--- config.mk ---
export PLATFORM = sky130hd
export DESIGN_NAME = red_pitaya_pwm_dac_flat
export DESIGN_NICKNAME = d
export VERILOG_FILES = /design/src/rtl/red_pitaya_pwm_dac_if.sv /design/src/rtl/red_pitaya_pwm_dac.sv /design/src/flat_wrapper.sv
export SDC_FILE = /design/constraint.sdc
export NUM_CORES = 1
export LEC_CHECK = 0
export BUFFER_PORTS_ARGS = -buffer_cell sky130_fd_sc_hd__clkbuf_2
export CAP_MARGIN = 20
export CORE_AREA = 8 8 90 92
export CTS_CLUSTER_DIAMETER = 200
export DETAILED_ROUTE_END_ITERATION = 12
export DIE_AREA = 0 0 98 100
export PLACE_DENSITY = 0.65
export SLEW_MARGIN = 20
export SYNTH_ARGS = -nofsm -noshare
export SYNTH_HDL_FRONTEND = slang
export SYNTH_SLANG_ARGS = --single-unit
--- constraint.sdc ---
create_clock -name clk_i -period 4.04 [get_ports clk_i]
set_clock_uncertainty 0.2 [all_clocks]
set_input_delay 0.606 -clock clk_i [delete_from_list [all_inputs] [get_ports clk_i]]
set_output_delay 0.606 -clock clk_i [all_outputs]
set_load 0.05 [all_outputs]
--- src/rtl/red_pitaya_pwm_dac_if.sv ---
// Configuration/output bundle of the four-channel PWM DAC.
// master drives the 24-bit channel words, slave returns PWM bits and the frame pulse.
interface red_pitaya_pwm_dac_if;
  logic [23:0] cfg_a_i;
  logic [23:0] cfg_b_i;
  logic [23:0] cfg_c_i;
  logic [23:0] cfg_d_i;
  logic [3:0]  pwm_o;
  logic        frame_o;

  modport master (
    output cfg_a_i, cfg_b_i, cfg_c_i, cfg_d_i,
    input  pwm_o, frame_o
  );

  modport slave (
    input  cfg_a_i, cfg_b_i, cfg_c_i, cfg_d_i,
    output pwm_o, frame_o
  );
endinterface

--- src/rtl/red_pitaya_pwm_dac.sv ---
// Four-channel PWM DAC with 16-period dithered frames and frame-aligned config shadows.
// Optional macro PWM_DITHER_EN: when defined, bit bcnt of the 16-bit dither field is added to the duty.

module pwm_dac_lane #(
  parameter int VEC_W = 24
) (
  input  logic             clk,
  input  logic             rst,
  input  logic             frame_start,
  input  logic [7:0]       vcnt,
  input  logic [3:0]       bcnt,
  input  logic [VEC_W-1:0] cfg,
  output logic             pwm
);
  logic [8:0] thr;

`ifdef PWM_DITHER_EN
  logic [VEC_W-1:0] shadow;
  logic [VEC_W-1:0] eff;

  always_ff @(posedge clk) begin
    if (rst)              shadow <= '0;
    else if (frame_start) shadow <= cfg;
  end

  // the new word is live in the very cycle it is captured
  assign eff = frame_start ? cfg : shadow;
  assign thr = {1'b0, eff[23:16]} + {8'd0, eff[bcnt]};
`else
  logic [7:0] shadow;
  logic [7:0] eff;
  logic       unused_dither;

  always_ff @(posedge clk) begin
    if (rst)              shadow <= '0;
    else if (frame_start) shadow <= cfg[23:16];
  end

  assign eff           = frame_start ? cfg[23:16] : shadow;
  assign thr           = {1'b0, eff};
  assign unused_dither = ^{cfg[15:0], bcnt};
`endif

  // 9-bit compare: thr=256 stays above any vcnt instead of wrapping to 0
  always_ff @(posedge clk) begin
    if (rst) pwm <= 1'b0;
    else     pwm <= ({1'b0, vcnt} < thr);
  end
endmodule

module red_pitaya_pwm_dac #(
  parameter int CCRE = 156
) (
  input  logic                 clk_i,
  input  logic                 rst_i,
  red_pitaya_pwm_dac_if.slave  bus
);
  localparam int         NUM_LANES = 4;
  localparam int         VEC_W     = 24;
  localparam logic [7:0] VMAX      = 8'(CCRE - 1);

  logic [7:0]                        vcnt;
  logic [3:0]                        bcnt;
  logic                              frame_start;
  logic                              frame_q;
  logic [NUM_LANES-1:0][VEC_W-1:0]   cfg;
  logic [NUM_LANES-1:0]              pwm;

  assign cfg         = {bus.cfg_d_i, bus.cfg_c_i, bus.cfg_b_i, bus.cfg_a_i};
  assign frame_start = (vcnt == 8'd0) && (bcnt == 4'd0);

  always_ff @(posedge clk_i) begin
    if (rst_i) begin
      vcnt    <= '0;
      bcnt    <= '0;
      frame_q <= 1'b0;
    end else begin
      frame_q <= frame_start;
      if (vcnt == VMAX) begin
        vcnt <= '0;
        bcnt <= bcnt + 4'd1;
      end else begin
        vcnt <= vcnt + 8'd1;
      end
    end
  end

  for (genvar l = 0; l < NUM_LANES; l++) begin : g_lane
    pwm_dac_lane #(.VEC_W(VEC_W)) u_lane (
      .clk         (clk_i),
      .rst         (rst_i),
      .frame_start (frame_start),
      .vcnt        (vcnt),
      .bcnt        (bcnt),
      .cfg         (cfg[l]),
      .pwm         (pwm[l])
    );
  end

  assign bus.pwm_o   = pwm;
  assign bus.frame_o = frame_q;
endmodule

--- src/flat_wrapper.sv ---
// flat-port wrapper written by rule: the top's interface ports become plain ports
module red_pitaya_pwm_dac_flat 
#(
  parameter int CCRE = 156
)
  (clk_i, rst_i, bus_cfg_a_i, bus_cfg_b_i, bus_cfg_c_i, bus_cfg_d_i, bus_pwm_o, bus_frame_o);
  red_pitaya_pwm_dac_if bus_i ();
  input  logic clk_i;
  input  logic rst_i;
  input wire logic [$bits(bus_i.cfg_a_i)-1:0] bus_cfg_a_i;
  input wire logic [$bits(bus_i.cfg_b_i)-1:0] bus_cfg_b_i;
  input wire logic [$bits(bus_i.cfg_c_i)-1:0] bus_cfg_c_i;
  input wire logic [$bits(bus_i.cfg_d_i)-1:0] bus_cfg_d_i;
  output wire logic [$bits(bus_i.pwm_o)-1:0] bus_pwm_o;
  output wire logic [$bits(bus_i.frame_o)-1:0] bus_frame_o;
  assign bus_i.cfg_a_i = bus_cfg_a_i;
  assign bus_i.cfg_b_i = bus_cfg_b_i;
  assign bus_i.cfg_c_i = bus_cfg_c_i;
  assign bus_i.cfg_d_i = bus_cfg_d_i;
  assign bus_pwm_o = bus_i.pwm_o;
  assign bus_frame_o = bus_i.frame_o;
  red_pitaya_pwm_dac #(.CCRE(CCRE)) u_core (.clk_i(clk_i), .rst_i(rst_i), .bus(bus_i));
endmodule
==> run metrics, run 1 <==
H-tree depth 2; HPWL Detailed 3870 um; Syn Nets 386; synthesized flop and latch total 49; RSZ-0062 raised after global routing false; crit path time final 3420 ps; Syn Inst Count 256; port bufs 38; Final Setup Violations 0; Util after Layout 0.428; core area 6640 um^2; Clock Path Buffers 2; worst r2r path cells 9; post-CTS resize count 0; total track usage 0.112; hold path depth 2; share of cells above drive strength 1 0.185; DIE AREA 9800 um^2; CP Max Fanout 25; highest clock rate 293 MHz; hold crit path type reg -> reg; Die H 100 um; hold slack 299 ps; Setup TNS 0 ps; CTS tree built; FF-to-FF setup slack 620 ps; clk sink count 49; number of detailed-route iterations in the first pass 4; Initial Utilization 0.378; fin crit share 0.846; CP required 4060 ps; Reg-to-Reg End u_core.g_lane[2].u_lane.pwm; Netlist Area Pre-Place 2510 um^2; GP Congestion 0.789; CTS Buf Count 5; Reg area 981 um^2; vias in the first global route 2,017; drt via density 5.03; Yosys cell types 30; Setup Buffers After CTS 0; Slew Limit Headroom 0.589; ANT cells 0; DR vias 1,898; Std-Cell Rows 30; Iter 0 DRT Violations 105; Crit path arrival time 3440 ps; wire length per cell 13.6 um; Fin. Hold Viols 0; peak supply drop 0.000171 V; Top-Level Pins 103; Hold Path Sink u_core.g_lane[2].u_lane.shadow[0]; Reg-to-Reg Start u_core.vcnt[5]; DRT antenna net count 0; Clock transition at path regs 80 ps; slew of the pin with the lowest slew margin 617 ps; Slew Viols, Final 0; Mean Syn Cell Area 9.81 um^2; largest net degree at the start of global routing 32; final std cells w/o fill 377; Multi-input gate area 1400 um^2; die width 98 um; antenna violations before repair 0; first-pass GRT wire length 8950 um; outcome finished, final reports clean; Setup CP Type reg -> reg; hold wc startpoint u_core.g_lane[2].u_lane.shadow[0]; Layout area overhead 13.2%; clock latency at the later pin of the worst-skew pair 300 ps; sequential share of the synthesized area 0.390; fillcell total 662; placed insts 369; YS warnings 0; power per cell area 378 nW/um^2; Overall Power 0.00108 W; Overflow after GRT 0; CTS Root Cell clkbuf_8; Worst setup SP type flip-flop; # DRC 0; WL final 5140 um; CTS Hold Bufs 0; Crit. End Element flip-flop; Leak 1.40 nW; max cap viols 0; layout net count 426
## flip-flops by register name, summed over array words and instances (netlist names)
name and flops:
u_core.vcnt 8, u_core.g_lane.u_lane.pwm 4, u_core.bus.frame_o 1, u_core.g_lane.u_lane.shadow 32, u_core.bcnt 4
## metal layers
metal	wire length, um	global-route usage	part of all wire	vias to the layer above
met5	0	0	0	-
met4	84	0.0432	0.016	0
met3	166	0.0298	0.032	7
met2	2400	0.187	0.47	35
met1	2490	0.134	0.48	863
li1	-	-	-	993
## layout make-up
class,instances,area share
Clock buffer,8,0.0281
Sequential cell,49,0.345
Tap cell,80,0.0352
Inverter,7,0.00923
Timing Repair Buffer,47,0.0906
Multi-Input combinational cell,186,0.492
## placed cells by master (no fill, tap or decap), types with 4 or more instances in the layout
cell / Yosys / final
ha_1: 32 / 32
nand4_1: 5 / 5
nand2_1: 4 / 4
mux2i_1: 30 / 30
buf_4: 4 / 9
a21oi_1: 9 / 9
dfxtp_1: 49 / 49
nand3_1: 7 / 7
nor2_1: 47 / 47
a21o_1: 8 / 8
inv_1: 7 / 7
clkbuf_2: 0 / 38
xnor2_1: 7 / 7
nor3_1: 9 / 9
clkbuf_8: 0 / 5
## per-stage QoR
stage	setup WS (ps)	instance area, um^2
floorplan	977	2510
global placement	630	2770
detailed placement	620	2770
CTS	613	2850
global route	416	2850
finish	623	2850
## cells in the mapped netlist, drive strengths merged
library cell  number  area share
a21o               8       0.024
or2                1      0.0025
dfxtp             49        0.39
a211o              3       0.010
nor3               9       0.018
nand4b             3       0.010
a2111oi            4       0.015
nor2b              2      0.0050
nand2              4      0.0060
ha                32        0.16
clkbuf             5      0.0075
a21oi              9       0.018
buf                9       0.034
xnor2              7       0.024
o22ai              1      0.0025
inv                7       0.010
a211oi             3      0.0090
o2111ai            3       0.010
nand3              7       0.014
xor2               2      0.0070
or3                1      0.0025
and3               1      0.0025
o21ai              1      0.0020
nor2              47       0.070
or4                3       0.012
mux2i             30        0.12
nand4              5       0.012
## worst max path at each step
stage / from / end / slack [ps] / depth (start not counted)
6_report: u_core.vcnt[5] / u_core.g_lane[2].u_lane.pwm / 620 / 9
5_1_grt: u_core.vcnt[5] / u_core.g_lane[2].u_lane.pwm / 420 / 9
4_1_cts: u_core.vcnt[5] / u_core.g_lane[1].u_lane.pwm / 610 / 9
3_5_place_dp: u_core.vcnt[5] / u_core.g_lane[1].u_lane.pwm / 620 / 9
3_3_place_gp: u_core.vcnt[5] / u_core.g_lane[0].u_lane.pwm / 630 / 8
2_1_floorplan: u_core.vcnt[5] / u_core.g_lane[0].u_lane.pwm / 980 / 11
## critical path, cell delays in order (launching register included)
cell      delay, ps
dfxtp_1         320
or3_1           520
or4_4           760
buf_4           290
mux2i_1         220
ha_1            290
a21o_1          190
a211oi_1        250
a21oi_1         110
nor3_1          190
## logic make-up after synthesis
| logic type | after synthesis | synth area share |
|---|---|---|
| simple gates | 83 | 0.155 |
| compound gates | 32 | 0.0916 |
| fa+ha+maj | 32 | 0.159 |
| flops | 49 | 0.390 |
| buf+inv | 21 | 0.0523 |
| xor+xnor | 9 | 0.0314 |
| mux | 30 | 0.120 |
## power breakdown
group,switching [W],internal (W),leakage (nW)
logic,0.000151,0.000110,0.962
clock network,0.000156,0.000123,0.0395
registers,0.0000127,0.000522,0.403
total,0.000320,0.000756,1.40
Power figures use the tool's default switching activity.
==> run 2: changes to the inputs <==
--- a/config.mk
+++ b/config.mk
@@ -11,7 +11,7 @@
 export CTS_CLUSTER_DIAMETER = 200
 export DETAILED_ROUTE_END_ITERATION = 12
 export DIE_AREA = 0 0 98 100
-export PLACE_DENSITY = 0.65
+export PLACE_DENSITY = 0.68
 export SLEW_MARGIN = 20
 export SYNTH_ARGS = -nofsm -noshare
 export SYNTH_HDL_FRONTEND = slang
==> constraint.sdc (replaced) <==
create_clock -name clk_i -period 2.92 [get_ports clk_i]
set_clock_uncertainty 0.2 [all_clocks]
set_input_delay 0.438 -clock clk_i [delete_from_list [all_inputs] [get_ports clk_i]]
set_output_delay 0.438 -clock clk_i [all_outputs]
set_load 0.05 [all_outputs]
==> run metrics, run 2 (same netlist as run 1, synthesis figures left out) <==
Overflow after GRT 0 (unchanged); Initial Utilization 0.378 (unchanged); Reg area 988 um^2 (+0.77%); Clock Path Buffers 2 (unchanged); Slew Limit Headroom 0.520 (-0.0683); Hold Path Sink u_core.g_lane[1].u_lane.shadow[5]; fin crit share 1.03 (+0.184); ANT cells 0 (unchanged); total track usage 0.127 (+0.0155); CTS tree built; commonest non-fill, non-tap cell in the layout nor2_1; DR vias 2,070 (+9.1%); layout net count 455 (+6.8%); sw frac 0.296 (-0.00206); placed insts 386 (+4.6%); Std-Cell Rows 30 (unchanged); antenna violations before repair 0 (unchanged); critical-path cell list or4_4, or4_4, buf_8, buf_8, mux2i_4, ha_2, a21o_1, a21oi_2, o22ai_1, a2111oi_2; Worst setup SP type flip-flop; first-pass GRT wire length 10,200 um (+13%); core area 6640 um^2 (unchanged); highest clock rate 332 MHz (+14%); violated checks setup timing; Overall Power 0.00186 W (+73%); FF-to-FF setup slack -90 ps (-710 ps); Top reg by flops u_core.g_lane.u_lane.shadow; Leak 1.58 nW (+13%); DRT antenna net count 0 (unchanged); die width 98 um (unchanged); power per cell area 527 nW/um^2 (+39%); CTS Root Cell clkbuf_8; Slowest-stage cell, CP or4_4; largest net degree at the start of global routing 34 (+6.3%); RSZ-0062 raised after global routing true; Comb power frac 0.324 (+0.081); Util after Layout 0.531 (+0.103); # DRC 0 (unchanged); Sw Pwr 0.000549 W (+71%); vias in the first global route 2,162 (+7.2%); hold path depth 3 (+1); Clock transition at path regs 90 ps (about the same); clk sink count 49 (unchanged); peak supply drop 0.000186 V (+9.1%); Final Setup Violations 4 (+4); share of cells above drive strength 1 0.396 (+0.211); largest registers u_core.g_lane.u_lane.shadow: 32 flops, u_core.vcnt: 8 flops; wire length per cell 15.1 um (+11%); Slew Viols, Final 0 (unchanged); final std cells w/o fill 406 (+7.7%); outcome complete, but fails checks; crit path time final 3010 ps (-409 ps); Multi-input gate area 1760 um^2 (+25%); Layout area overhead 40.4%; most frequent cells in the layout 47 x nor2_1, 45 x dfxtp_1, 38 x clkbuf_2, 31 x buf_4, 23 x ha_1; Fin. Hold Viols 0 (unchanged); DIE AREA 9800 um^2 (unchanged); port bufs 38 (unchanged); Iter 0 DRT Violations 106 (+0.95%); hold slack 191 ps (-108 ps); Reg-to-Reg End u_core.g_lane[0].u_lane.pwm; Setup TNS -237 ps (-237 ps); drt via density 5.10 (+1.3%); HPWL Detailed 4050 um (+4.7%); slew of the pin with the lowest slew margin 719 ps (+102 ps); Setup CP Type reg -> reg; fin worst setup slack -88.2 ps (-711 ps); Crit path arrival time 2990 ps (-450 ps); CTS Buf Count 5 (unchanged); worst r2r path cells 10 (+1); clock latency at the later pin of the worst-skew pair 310 ps (about the same); max cap viols 0 (unchanged); fillcell total 583 (-12%); Largest register FFs 32 (unchanged); WL final 6150 um (+20%); CP required 2900 ps (-1160 ps); Flop pwr share 0.403 (-0.094); hold wc startpoint bus_cfg_b_i[21]; CP Max Fanout 4 (-84%); Int Pwr 0.00131 W (+73%); GP Congestion 0.793 (+0.55%); H-tree depth 2 (unchanged); Crit. End Element flip-flop; CTS Hold Bufs 0 (unchanged); Reg-to-Reg Start u_core.bcnt[3]; Die H 100 um (unchanged); Top-Level Pins 103 (unchanged); delay of the slowest critical-path stage 540 ps (-220 ps); hold crit path type in -> reg; clock power share 0.273 (+0.013); number of detailed-route iterations in the first pass 4 (unchanged)
-- run 2: area by class of cell --
| class | instances | share of cell area |
|---|---|---|
| clock buffers | 7 | 0.0245 |
| clock inverters | 1 | 0.00851 |
| inverters | 7 | 0.00745 |
| multi-input cells | 186 | 0.498 |
| flip-flops and latches | 49 | 0.280 |
| well taps | 80 | 0.0284 |
| repair buffers | 76 | 0.153 |
-- run 2: power groups by stage --
stage	clock, W	sequential, W	combinational (W)
2_1_floorplan	0	0.000759	0.000299
3_3_place_gp	0	0.000751	0.000395
3_5_place_dp	0	0.000753	0.000405
4_1_cts	0.000522	0.000743	0.000522
5_1_grt	0.000546	0.000754	0.000656
6_report	0.000508	0.000748	0.000602
-- run 2: worst max path at each step --
stage                        start                           to  slack, ps
finish              u_core.bcnt[3]  u_core.g_lane[0].u_lane.pwm        -90
floorplan           u_core.vcnt[2]  u_core.g_lane[0].u_lane.pwm        -80
global route        u_core.bcnt[3]  u_core.g_lane[3].u_lane.pwm       -160
CTS                 u_core.vcnt[3]  u_core.g_lane[0].u_lane.pwm       -190
detailed placement  u_core.bcnt[3]  u_core.g_lane[0].u_lane.pwm       -250
global placement    u_core.bcnt[3]  u_core.g_lane[0].u_lane.pwm       -320
-- run 2: metrics by stage --
stage	area [um^2]	setup slack (ps)
floorplan	2520	-76.0
global placement	2910	-318
detailed placement	2910	-246
CTS	3300	-186
global route	3530	-156
finish	3530	-88.2
-- run 2: critical path, delay by kind of cell, from the launching register on --
kind,cells,cell delay [ps]
DFF,1,330
muxes,1,180
and+or+nand+nor,2,1040
AOI/OAI and AO/OA,4,670
buffers and inverters,2,300
adders and majority gates,1,170
-- run 2: repair_timing --
item | in CTS | in global routing
setup buffers | 10 | 3
gates resized for setup | 40 | 29
endpoints found under the setup margin | 4 | 4
pin swaps | 18 | 13
-- run 2: layer usage --
metal	vias to the layer above	part of all wire	GRT usage	routed length [um]
met1	976	0.44	0.152	2680
li1	1054	-	-	-
met5	-	0	0	0
met4	0	0.0085	0.0444	52
met3	4	0.045	0.0346	277
met2	36	0.51	0.214	3140
